==> config.mk <==
export PLATFORM = sky130hd
export DESIGN_NAME = adc_sample_logger
export DESIGN_NICKNAME = d
export VERILOG_FILES = /design/src/rtl/adc_logger_pkg.sv /design/src/rtl/adc_sample_logger_ch_averager.sv /design/src/rtl/adc_sample_logger.sv
export SDC_FILE = /design/constraint.sdc
export NUM_CORES = 1
export LEC_CHECK = 0
export CAP_MARGIN = 20
export CORE_ASPECT_RATIO = 0.75
export CORE_MARGIN = 2
export CORE_UTILIZATION = 30
export DETAILED_ROUTE_END_ITERATION = 8
export GPL_ROUTABILITY_DRIVEN = 1
export GPL_TIMING_DRIVEN = 0
export SLEW_MARGIN = 40
export SYNTH_ARGS = -nofsm -noshare
export SYNTH_HDL_FRONTEND = slang
export SYNTH_HIERARCHICAL = 1
export SYNTH_SLANG_ARGS = --single-unit
==> constraint.sdc <==
create_clock -name clk -period 6.9 [get_ports clk]
set_input_delay 1.38 -clock clk [delete_from_list [all_inputs] [get_ports clk]]
set_output_delay 1.38 -clock clk [all_outputs]
set_load 0.01 [all_outputs]
==> src/rtl/adc_logger_pkg.sv <==
// Shared FSM encoding, CSR bit positions and width helper for the ADC sample logger.
package adc_logger_pkg;

  typedef enum logic [1:0] {
    IDLE  = 2'd0,
    START = 2'd1,
    RUN   = 2'd2,
    STOP  = 2'd3
  } state_t;

  localparam int RUN_BIT  = 0;
  localparam int MODE_BIT = 1;

  // Accumulator must hold 2^avg_log2 full-scale samples without wrapping.
  function automatic int acc_w(input int data_w, input int avg_log2);
    return data_w + avg_log2;
  endfunction

endpackage

==> src/rtl/adc_sample_logger_ch_averager.sv <==
// One logical channel: block averager, alarm hysteresis and, with TEMP_MINMAX_EN,
// running min/max of the produced averages.
module ch_averager
  import adc_logger_pkg::*;
#(
  parameter int DATA_W   = 12,
  parameter int AVG_LOG2 = 3
) (
  input  logic              clk,
  input  logic              rst,
  input  logic              clear,
  input  logic              vld_p0,
  input  logic [DATA_W-1:0] smp_data,
  input  logic [DATA_W-1:0] thresh_hi,
  input  logic [DATA_W-1:0] thresh_lo,
`ifdef TEMP_MINMAX_EN
  output logic [DATA_W-1:0] min_avg,
  output logic [DATA_W-1:0] max_avg,
`endif
  output logic [DATA_W-1:0] avg,
  output logic              avg_valid,
  output logic              alarm
);

  localparam int ACC_W = acc_w(DATA_W, AVG_LOG2);
  localparam int CNT_W = (AVG_LOG2 > 0) ? AVG_LOG2 : 1;
  localparam logic [CNT_W-1:0] CNT_LAST = CNT_W'((1 << AVG_LOG2) - 1);

  logic [ACC_W-1:0]  acc_p0;
  logic [CNT_W-1:0]  cnt_p0;
  logic [ACC_W-1:0]  sum_p0;
  logic [DATA_W-1:0] avg_new;
  logic              close_p0;
  logic              vld_p1;

  function automatic logic [DATA_W-1:0] block_avg(input logic [ACC_W-1:0] s);
    return s[ACC_W-1:AVG_LOG2];
  endfunction

  assign sum_p0   = acc_p0 + ACC_W'(smp_data);
  assign avg_new  = block_avg(sum_p0);
  assign close_p0 = vld_p0 && !clear && (cnt_p0 == CNT_LAST);

  // Stage p0 -> p1: accumulate; the last sample of a block lands straight in avg.
  always_ff @(posedge clk or negedge rst) begin
    if (!rst) begin
      acc_p0    <= '0;
      cnt_p0    <= '0;
      avg       <= '0;
      avg_valid <= 1'b0;
      vld_p1    <= 1'b0;
    end else begin
      vld_p1 <= close_p0;
      if (clear) begin
        acc_p0 <= '0;
        cnt_p0 <= '0;
      end else if (close_p0) begin
        avg       <= avg_new;
        avg_valid <= 1'b1;
        acc_p0    <= '0;
        cnt_p0    <= '0;
      end else if (vld_p0) begin
        acc_p0 <= sum_p0;
        cnt_p0 <= cnt_p0 + 1'b1;
      end
    end
  end

  // Stage p1: hysteresis against the thresholds present at this edge.
  always_ff @(posedge clk or negedge rst) begin
    if (!rst) begin
      alarm <= 1'b0;
    end else if (vld_p1) begin
      if (avg > thresh_hi) begin
        alarm <= 1'b1;
      end else if (avg < thresh_lo) begin
        alarm <= 1'b0;
      end
    end
  end

`ifdef TEMP_MINMAX_EN
  always_ff @(posedge clk or negedge rst) begin
    if (!rst) begin
      min_avg <= '0;
      max_avg <= '0;
    end else if (close_p0) begin
      if (!avg_valid || avg_new < min_avg) min_avg <= avg_new;
      if (!avg_valid || avg_new > max_avg) max_avg <= avg_new;
    end
  end
`endif

endmodule

==> src/rtl/adc_sample_logger.sv <==
// ADC sequencer control, channel decode and registered read port over NUM_CH averagers.
// Optional feature macro: TEMP_MINMAX_EN (per-channel min/max of averages on rd_min/rd_max).
module adc_sample_logger
  import adc_logger_pkg::*;
#(
  parameter int NUM_CH    = 4,
  parameter int DATA_W    = 12,
  parameter int CH_W      = 5,
  parameter int CH_BASE   = 0,
  parameter int AVG_LOG2  = 3,
  parameter int CONT_MODE = 1
) (
  input  logic                      clk,
  input  logic                      rst,
  input  logic                      enable,
  output logic                      csr_write,
  output logic [31:0]               csr_writedata,
  input  logic                      s_valid,
  input  logic [CH_W-1:0]           s_channel,
  input  logic [DATA_W-1:0]         s_data,
  input  logic [DATA_W-1:0]         thresh_hi,
  input  logic [DATA_W-1:0]         thresh_lo,
  input  logic                      rd_req,
  input  logic [$clog2(NUM_CH)-1:0] rd_ch,
  output logic                      rd_ack,
  output logic [DATA_W-1:0]         rd_data,
  output logic [DATA_W-1:0]         rd_min,
  output logic [DATA_W-1:0]         rd_max,
  output logic [NUM_CH-1:0]         avg_valid,
  output logic [NUM_CH-1:0]         alarm,
  output logic                      drop_pulse
);

  localparam int CHI_W = $clog2(NUM_CH);
  localparam int RD_N  = 1 << CHI_W;

  state_t            state, state_nxt;
  logic              running;
  logic [31:0]       ch_off;
  logic              in_range;
  logic [CHI_W-1:0]  idx;
  logic [NUM_CH-1:0] vld_p0;
  logic [DATA_W-1:0] avg_arr [RD_N];

  always_comb begin
    state_nxt = state;
    case (state)
      IDLE:    if (enable) state_nxt = START;
      START:   state_nxt = RUN;
      RUN:     if (!enable) state_nxt = STOP;
      STOP:    state_nxt = IDLE;
      default: state_nxt = IDLE;
    endcase
  end

  always_ff @(posedge clk or negedge rst) begin
    if (!rst) state <= IDLE;
    else      state <= state_nxt;
  end

  assign running   = (state == RUN);
  assign csr_write = (state == START) || (state == STOP);

  always_comb begin
    csr_writedata = '0;
    if (state == START) begin
      csr_writedata[RUN_BIT]  = 1'b1;
      csr_writedata[MODE_BIT] = (CONT_MODE != 0);
    end
  end

  // Channels below CH_BASE wrap to a huge offset, so one compare covers both ends.
  assign ch_off   = 32'(s_channel) - 32'(CH_BASE);
  assign in_range = (ch_off < 32'(NUM_CH));
  assign idx      = ch_off[CHI_W-1:0];

  always_ff @(posedge clk or negedge rst) begin
    if (!rst) drop_pulse <= 1'b0;
    else      drop_pulse <= s_valid && !(running && in_range);
  end

`ifdef TEMP_MINMAX_EN
  logic [DATA_W-1:0] min_arr [RD_N];
  logic [DATA_W-1:0] max_arr [RD_N];
`endif

  for (genvar i = 0; i < NUM_CH; i++) begin : g_ch
    assign vld_p0[i] = running && s_valid && in_range && (idx == CHI_W'(i));

    ch_averager #(
      .DATA_W   (DATA_W),
      .AVG_LOG2 (AVG_LOG2)
    ) u_avg (
      .clk       (clk),
      .rst       (rst),
      .clear     (state == STOP),
      .vld_p0    (vld_p0[i]),
      .smp_data  (s_data),
      .thresh_hi (thresh_hi),
      .thresh_lo (thresh_lo),
`ifdef TEMP_MINMAX_EN
      .min_avg   (min_arr[i]),
      .max_avg   (max_arr[i]),
`endif
      .avg       (avg_arr[i]),
      .avg_valid (avg_valid[i]),
      .alarm     (alarm[i])
    );
  end

  // Unpopulated read addresses return zero.
  for (genvar i = NUM_CH; i < RD_N; i++) begin : g_pad
    assign avg_arr[i] = '0;
`ifdef TEMP_MINMAX_EN
    assign min_arr[i] = '0;
    assign max_arr[i] = '0;
`endif
  end

  // Read stage p1: registered mux, value held until the next request.
  always_ff @(posedge clk or negedge rst) begin
    if (!rst) begin
      rd_ack  <= 1'b0;
      rd_data <= '0;
    end else begin
      rd_ack <= rd_req;
      if (rd_req) rd_data <= avg_arr[rd_ch];
    end
  end

`ifdef TEMP_MINMAX_EN
  always_ff @(posedge clk or negedge rst) begin
    if (!rst) begin
      rd_min <= '0;
      rd_max <= '0;
    end else if (rd_req) begin
      rd_min <= min_arr[rd_ch];
      rd_max <= max_arr[rd_ch];
    end
  end
`else
  assign rd_min = '0;
  assign rd_max = '1;
`endif

endmodule

* After elaboration in Yosys (flattened, before gate mapping) *
Cells that the tools add are included.

word-level totals
  bits in latches = 0
  memories = 0
  logic and storage cells = 137
  output and inout bits = 79
  bits in writable memories = 0
  ROM bits = 0
  input port bits = 48
  flip-flop bits (word level) = 148

cells by class
  mux-type cells = 39
  $add $sub $neg = 8
  order comparisons = 10
  shift-type cells = 0
  bitwise logic cells = 2
  divide/modulo/power cells = 0
  reductions and logical operators = 38
  eq/ne operators = 12
  $mul = 0

operator list
  cell                                                         number
  2-to-1 mux 15 bit                                            12
  adder 15 x 12 -> 15 bit                                      4
  > comparator 12 bit                                          4
  less-than comparator 12 bit                                  4
  2-to-1 mux 3 bit                                             12
  binary-select mux 12 bit (select 2 bit)                      1
  2-to-1 mux 12 bit                                            2
  AND reduction 2 bit                                          9
  logical AND 1 bit                                            16
  adder 3 x 1 -> 3 bit (second input constant)                 4
  equality test 3 bit (second input constant)                  4
  nonzero test 3 bit                                           4
  equality test 2 bit (second input constant)                  4
  2-to-1 mux 1 bit                                             8
  one-hot mux 2 bit (4 select lines)                           1
  nonzero test 2 bit                                           4
  2-to-1 mux 2 bit                                             3
  less-than comparator 5 x 3 -> 1 bit (second input constant)  1
  equality test 2 x 1 -> 1 bit (second input constant)         2
  zero test 2 bit                                              2
  != test 2 bit (second input constant)                        2
  >= comparator 3 bit (second input constant)                  1
  inverter 2 -> 3 bit                                          1
  zero test 1 bit                                              2
  2 further kinds                                              2

* Depth between registers and ports, before layout *
  depth after elaboration = 8
  mapped depth = 9
  gate-level depth less buffers = 9

* Modules after synthesis *
Netlist, hierarchy kept.

by module, submodules not included
  module                            instances  area an instance (µm²)  cells an instance  seq. area each (µm²)
  ch_averager at g_ch[1].u_avg ...  3          2462.4                  277                825.8
  ch_averager at g_ch[0].u_avg      1          2474.9                  277                825.8
  adc_sample_logger                 1          1457.6                  148                400.4

* Worst setup path before layout *
OpenSTA, ideal clock, no wires.

  kind = input to register
  start point = input port s_channel[3]
  end point = register g_ch[0].u_avg.acc_p0[11]
  required time = 6831 ps
  buffers on the path = 1
  library setup time = 69 ps
  path slack = 3367 ps
  data arrival time = 3465 ps
  stages on the path = 6
  cell sequence = or4b_1 -> nor4b_2 -> or3b_1 -> clkbuf_1 -> or4_1 -> nand3_1

on the way
  word-level cells in the longest chain between the ends = 7
  elaborated cells between the ends (all ways) = 8
  those cells by class = order compare: 1; mux: 2; reduce/logical: 5

RTL lines
  what                                     line                                 source
  from (decl)                              adc_sample_logger.sv:19              input logic [CH_W-1:0] s_channel,
  less-than comparator 5 x 3 -> 1 bit (*)  adc_sample_logger.sv:74              assign in_range = (ch_off < 32'(NUM_CH));
  logical AND 1 bit (*) (2 in a row)       adc_sample_logger.sv:88              assign vld_p0[i] = running && s_valid && in_range && (idx == CHI_W'(i));
  net vld_p0[0]                            adc_sample_logger.sv:42              logic [NUM_CH-1:0] vld_p0;
  logical AND 1 bit (2 in a row)           adc_sample_logger_ch_averager.sv:42  assign close_p0 = vld_p0 && !clear && (cnt_p0 == CNT_LAST);
  2-to-1 mux 15 bit                        adc_sample_logger_ch_averager.sv:57  end else if (close_p0) begin
  2-to-1 mux 15 bit                        adc_sample_logger_ch_averager.sv:54  if (clear) begin
  to (signal assigned)                     adc_sample_logger_ch_averager.sv:63  acc_p0 <= sum_p0;
  to (decl)                                adc_sample_logger_ch_averager.sv:29  logic [ACC_W-1:0] acc_p0;

The timed path passes the listed nets; every way through them passes the cells marked *.
A chain may end at the register's enable or synchronous reset.

* Worst setup path after layout *
  start point = input port s_data[0]
  end point = register g_ch[1].u_avg.acc_p0[14]

on the way
  word-level cells in the longest chain between the ends = 4

RTL lines
  what                     line                                 source
  from (decl)              adc_sample_logger.sv:20              input logic [DATA_W-1:0] s_data,
  adder 15 x 12 -> 15 bit  adc_sample_logger_ch_averager.sv:40  assign sum_p0 = acc_p0 + ACC_W'(smp_data);
  2-to-1 mux 15 bit        adc_sample_logger_ch_averager.sv:62  end else if (vld_p0) begin
  2-to-1 mux 15 bit        adc_sample_logger_ch_averager.sv:57
  2-to-1 mux 15 bit        adc_sample_logger_ch_averager.sv:54
  to (signal assigned)     adc_sample_logger_ch_averager.sv:63
  to (decl)                adc_sample_logger_ch_averager.sv:29

Every way passes these cells. The select of a mux whose other input is x is not followed.

==> run summary <==
The power density normalized to cell area is 181 mW/mm^2. Compared with the post-synthesis result, the final layout area differs by 19.8%. The worst-case IR drop observed on VDD is 217 uV. The number of antenna violations at the first check in global routing was 0; the buffer depth of the longest clock path was 2.

In this run the count of I/O pins placed on the die edge is 127. For the TritonCTS buffer count, the log shows 17. The share of async-settable or async-resettable flops after synthesis came out at 1.00. The clock arrives with 0.00663 ns of skew. Summed over all failing endpoints, the final setup total negative slack is 0 ns. The logs give 0 for the final-report setup violation count and 26500 um for the half-perimeter wire length of the detailed placement result. The final worst setup slack was 2.94 ns; the fraction of final layout cells with drive strength greater than 1 was 0.0941.

The share of the synthesized area in the top cell type is 0.327. The largest total area in the synthesized netlist belongs to sky130_fd_sc_hd__dfrtp_1. The worst register-to-register path begins at state[0]. The floorplan row count was 61. The tree is rooted in a sky130_fd_sc_hd__clkbuf_16. The max-slew violation count is 0, and the number of synthesized flops with an enable pin is 0. The worst setup path is of the input pin to flop kind. Clock tree synthesis found a total of 148 sinks. Gates resized during post-CTS repair numbered 0. For flop-to-flop paths, the worst setup slack is 3.81 ns.

The run gives 0.305 as the initial standard-cell utilization of the core. In the post-synthesis netlist, the biggest area contributors are sky130_fd_sc_hd__dfrtp_1 (33%), sky130_fd_sc_hd__ha_1 (17%), sky130_fd_sc_hd__nand2_1 (4.4%). Setup repair after global routing left no endpoint under its margin. The post-CTS setup-driven buffer insertion count came out at 0. The all-layer global routing usage is 0.173, and the sum of buffers and inverters on the critical path is 2.

The number of routed nets with antenna violations came out at 0. From left edge to right edge, the die measures 228 um. In the routed layout, each cell is associated on average with a via count of 5.00. The distinct cell type count of the synthesized netlist is 68. The headroom to the max-slew limit was 0.407; the net count reported at finish was 1604. For the worst setup path, the data required time is 7.23 ns. Entering global routing, the biggest net connects 68 pins.

Yosys printed 6 warnings. Top flip-flop cell by instance count after synthesis: sky130_fd_sc_hd__dfrtp_1. The tools report the total power of the final layout as 2.46 mW.

In this run the worst path has a maximum fanout of 4. Leaving out fill and tap cells, the most frequent cells in the layout are sky130_fd_sc_hd__ha_1 (151), sky130_fd_sc_hd__dfrtp_1 (148), sky130_fd_sc_hd__nand2_1 (132). The fraction of the cycle the final worst path needs was 0.574. Across all layers, the routed design uses 9580 vias. The synthesized instance count was 1256. Maximum level of the CTS H-tree: 4. TritonCTS built the clock tree. The first detailed-routing pass took 5 iterations.

The sum of routed wire length over all layers came out at 33200 um. The total DRC errors in the routed layout is 0. The number of failing hold endpoints at the final stage is 0. The worst hold path belongs to the class flop to flop. The source of the critical timing path was s_data[0]. The overall overflow remaining after global route was 0; the highest attainable clock frequency was 253 MHz. Area of the core: 0.0371 sq mm. For the worst-skew pair later-pin latency, the log shows 0.44 ns. The area of the die is 0.0393 sq mm, and the delay of the slowest cell on the worst path is 0.78 ns. Kind of end point of the critical path: a flop. The average instance in the mapped netlist occupies 9.01 sq um.

STA classifies the critical path startpoint as an input pin. The clock period minus worst slack is 3.96 ns, and the count of antenna diodes in the layout is 0. In this run the most critical hold path is launched from g_ch[2].u_avg/avg_valid. For this design, the CTS-stage hold fixing added 0 buffers. The flow ran to the end, and the final reports show no timing, DRC or antenna violations. Clock-pin slew reported for the worst setup and hold paths after clock tree synthesis: 0.07 ns.

Grouping stages by cell kind, the critical path spends the most delay in compound AO/OA/AOI/OAI gates. After detailed routing, the average wire length per cell comes to 17.3 um. Walking the worst path, the cells encountered are clkdlybuf4s50_1 -> ha_1 -> inv_1 -> fa_1 -> nand2b_1 -> a21oi_1 -> o21bai_1 -> o31ai_2 -> nor2_1 -> a221o_1. Routability-driven placement finished with a final weighted congestion of 0.879.

In this run, the number of DRC markers left after iteration 0 of detailed routing was 705. For the first-pass GRT wire length, the log shows 52000 um. The tool flagged a number of max-cap violations equal to 0. For the pin with the worst max-slew slack, the measured transition is 0.866 ns. In this run the static leakage power is 6.65 nW.

Die height: 172 um. In this run the cell area of the synthesized design comes to 0.0113 sq mm. The library cell contributing the largest single delay on the critical path was sky130_fd_sc_hd__clkdlybuf4s50_1.

The count of port buffers added during placement was 71. The sequential area share after synthesis is 0.327. Data on the critical path arrives at its endpoint at 4.29 ns. The flip-flop and latch count after synthesis works out to 148. The worst slack on hold paths was 0.467 ns; the via count of the first global-routing pass was 8974. The library cell used most frequently in the layout, excluding fill and tap cells, is sky130_fd_sc_hd__ha_1. OpenSTA, run right after detailed placement, puts the worst setup slack at 2.51 ns.
==> power by group <==
part           switching (mW)  internal (mW)  total, mW
logic                   0.341          0.207      0.548
clock network           0.390          0.615       1.01
registers              0.0172          0.891      0.908
==> cell families after synthesis <==
kind of cell,count (synthesis),share of synthesized area
xor gates and xnor gates,45,0.0348
muxes,30,0.0266
DFF,148,0.327
adders and majority gates,156,0.175
other,2,0.000663
and+or+nand+nor,331,0.151
AOI/OAI and AO/OA,333,0.192
buffers and inverters,211,0.0930
==> cell usage after synthesis (all sizes together), types with 5 or more instances <==
master   count
ha         152
dfrtp      148
nand2      132
inv        114
o21ai      110
buf         69
a21oi       64
nor2        51
nand4       40
mux2i       29
clkbuf      28
nand2b      27
xnor2       24
a21o        23
xor2        21
nor2b       18
o31ai       18
o22ai       13
a211oi      12
a22o        12
a31oi       12
o221ai      12
a2111oi      9
nand3        8
nand3b       8
o21a         8
a31o         7
and3         7
o211ai       7
and4         5
nor3         5
nor3b        5
or4          5
==> cell type report <==
type                       instances  area (sq um)
clock buffer                      20           447
inverter                         114           428
fill                            3798         23500
tap                              504           631
timing repair buffer              73           771
clock inverter                    12           180
sequential                       148          3700
buffer                            97           624
multi-input combinational        949          6780
==> through the flow <==
step / cell area, sq um / utilization / cells
after floorplan: 11500 / - / 1308
after global placement: 12900 / 0.347 / 1883
after detailed placement: 12900 / 0.349 / 1885
after CTS: 13600 / 0.366 / 1917
after global routing: 13600 / 0.366 / 1917
final: 13600 / 0.366 / 1917
==> state kept, by name, indices dropped and copies added (netlist names) <==
register	flops
state	2
g_ch.u_avg/vld_p1	4
g_ch.u_avg/acc_p0	60
g_ch.u_avg/avg_valid	4
drop_pulse	1
g_ch.u_avg/avg	48
rd_data	12
rd_ack	1
g_ch.u_avg/alarm	4
g_ch.u_avg/cnt_p0	12
==> path summary, 6_finish.rpt <==
check | end | cells past startpoint
max | g_ch[1].u_avg/acc_p0[14] | 10
min | g_ch[2].u_avg/avg_valid | 1
max reg2reg | g_ch[0].u_avg/acc_p0[11] | 8
min reg2reg | g_ch[2].u_avg/avg_valid | 1
max in group asynchronous | g_ch[3].u_avg/cnt_p0[1] | 3
min in group asynchronous | g_ch[1].u_avg/acc_p0[13] | 1
==> layer usage <==
layer	global-route usage	wire length, um
met5	0	0
met4	0.0580	715
met3	0.0435	2410
met2	0.247	13500
met1	0.250	16600
(Power assumes the default switching activity.)
==> variant, RTL diff (same flow settings) <==
The package constant `MODE_BIT` goes from 1 to 0.
--- a/src/rtl/adc_logger_pkg.sv
+++ b/src/rtl/adc_logger_pkg.sv
@@ -11,3 +11,3 @@
   localparam int RUN_BIT  = 0;
-  localparam int MODE_BIT = 1;
+  localparam int MODE_BIT = 0;
 
Formal check against the unedited RTL: not equivalent (Yosys sat finds a counterexample within 4 cycles, from zero or initial values and one cycle with rst low).
==> variant against the original RTL <==
  * Sequential cell count is the same
  * Setup slack lost 0.052 ns
  * Critical path type unchanged
  * Largest cell class unchanged
  * Final area shrank 0.30%
  * Synthesized cell count is the same
  * Highest routed layer unchanged
  * Non-clock buffer count shrank 1
  * Routed wire length grew 1.1%
  * Area after synthesis grew 0.11%
  * Power shrank 2.7%
==> variant: results <==
set metrics [dict create \
    status "finished clean" \
    p_leak_nw 6.607 \
    holdWs_ns 0.4709 \
    buffer_area_share_pct 10.28 \
    critPathMaxStageDelay_ns 0.86 \
    n_all_buffers 169 \
    cp_max_fo 8 \
    dp_hpwl_um 26680 \
    dp_worst_setup_slack_ns 2.499 \
    p_sw_mw 0.7649 \
    grt_use_total_pct 17.41 \
    grt_max_degree 72 \
    fin_skew_ns 0.008419 \
    grt_pass1_vias 8950 \
    arrival_ns 4.34 \
    num-fill-cells 3819 \
    syn2layout_area_growth_pct 19.30 \
    pwr-share-seq_pct 37.9 \
    portBuffers 70 \
    gp_congestion 0.8949 \
    placed_cell_area_um2 12930 \
    wl_per_cell_um 17.51 \
    multi_input_area_share_pct 50.18 \
    synth_commonest_cells "ha_1 (152), dfrtp_1 (148), nand2_1 (131), inv_1 (114), a21oi_1 (64)" \
    num_vias 9693 \
    wirelength_met1_um 16680 \
    worst_slew_pin_slew_ns 0.8125 \
    dr_wl_met2_um 13860 \
    synthTopCellsByArea "dfrtp_1 (33%), ha_1 (17%), nand2_1 (4.3%)" \
    p_per_area_nw_per_um2 177.1 \
    wl_met3_um 2485 \
    cp-startpoint "s_data[1]" \
    combPwrFrac_pct 22.6 \
    ys_seq_area_share_pct 32.68 \
    vdd_ir_drop_max_mv 0.2131 \
    num-multi-input-gates 950 \
    grt_pass1_wl_um 52240 \
    setup_ws_ns 2.888 \
    rrSetupSlack_ns 3.73 \
]
==> variant: cell count changes after synthesis, sizes merged, moves of 2 or more <==
cell,change
nand2b,-2
nor2,-2
nor2b,+2
o21ai,+2
o31ai,+2
==> variant: kinds of logic after synthesis <==
family	after synthesis	share of synthesized area, %
flip-flops	148	32.68
multiplexers	30	2.661
adder cells (fa/ha/maj)	156	17.49
other	2	0.06627
AND/OR/NAND/NOR	330	15.02
XOR/XNOR	46	3.555
buffers and inverters	211	9.330
AO/OA/AOI/OAI	333	19.20
==> variant: per-stage QoR <==
stage	total power, mW	utilization (%)
after floorplan	1.261	-
after global placement	1.441	34.60
after detailed placement	1.460	34.80
after CTS	2.416	36.37
after global routing	2.516	36.37
final	2.394	36.37
==> variant: per-layer routing <==
| layer | GRT usage (%) | up-vias |
|---|---|---|
| met1 | 25.93 | 4685 |
| met2 | 24.84 | 285 |
| met4 | 4.604 | 0 |
| li1 | - | 4695 |
| met3 | 4.123 | 28 |
| met5 | 0 | - |
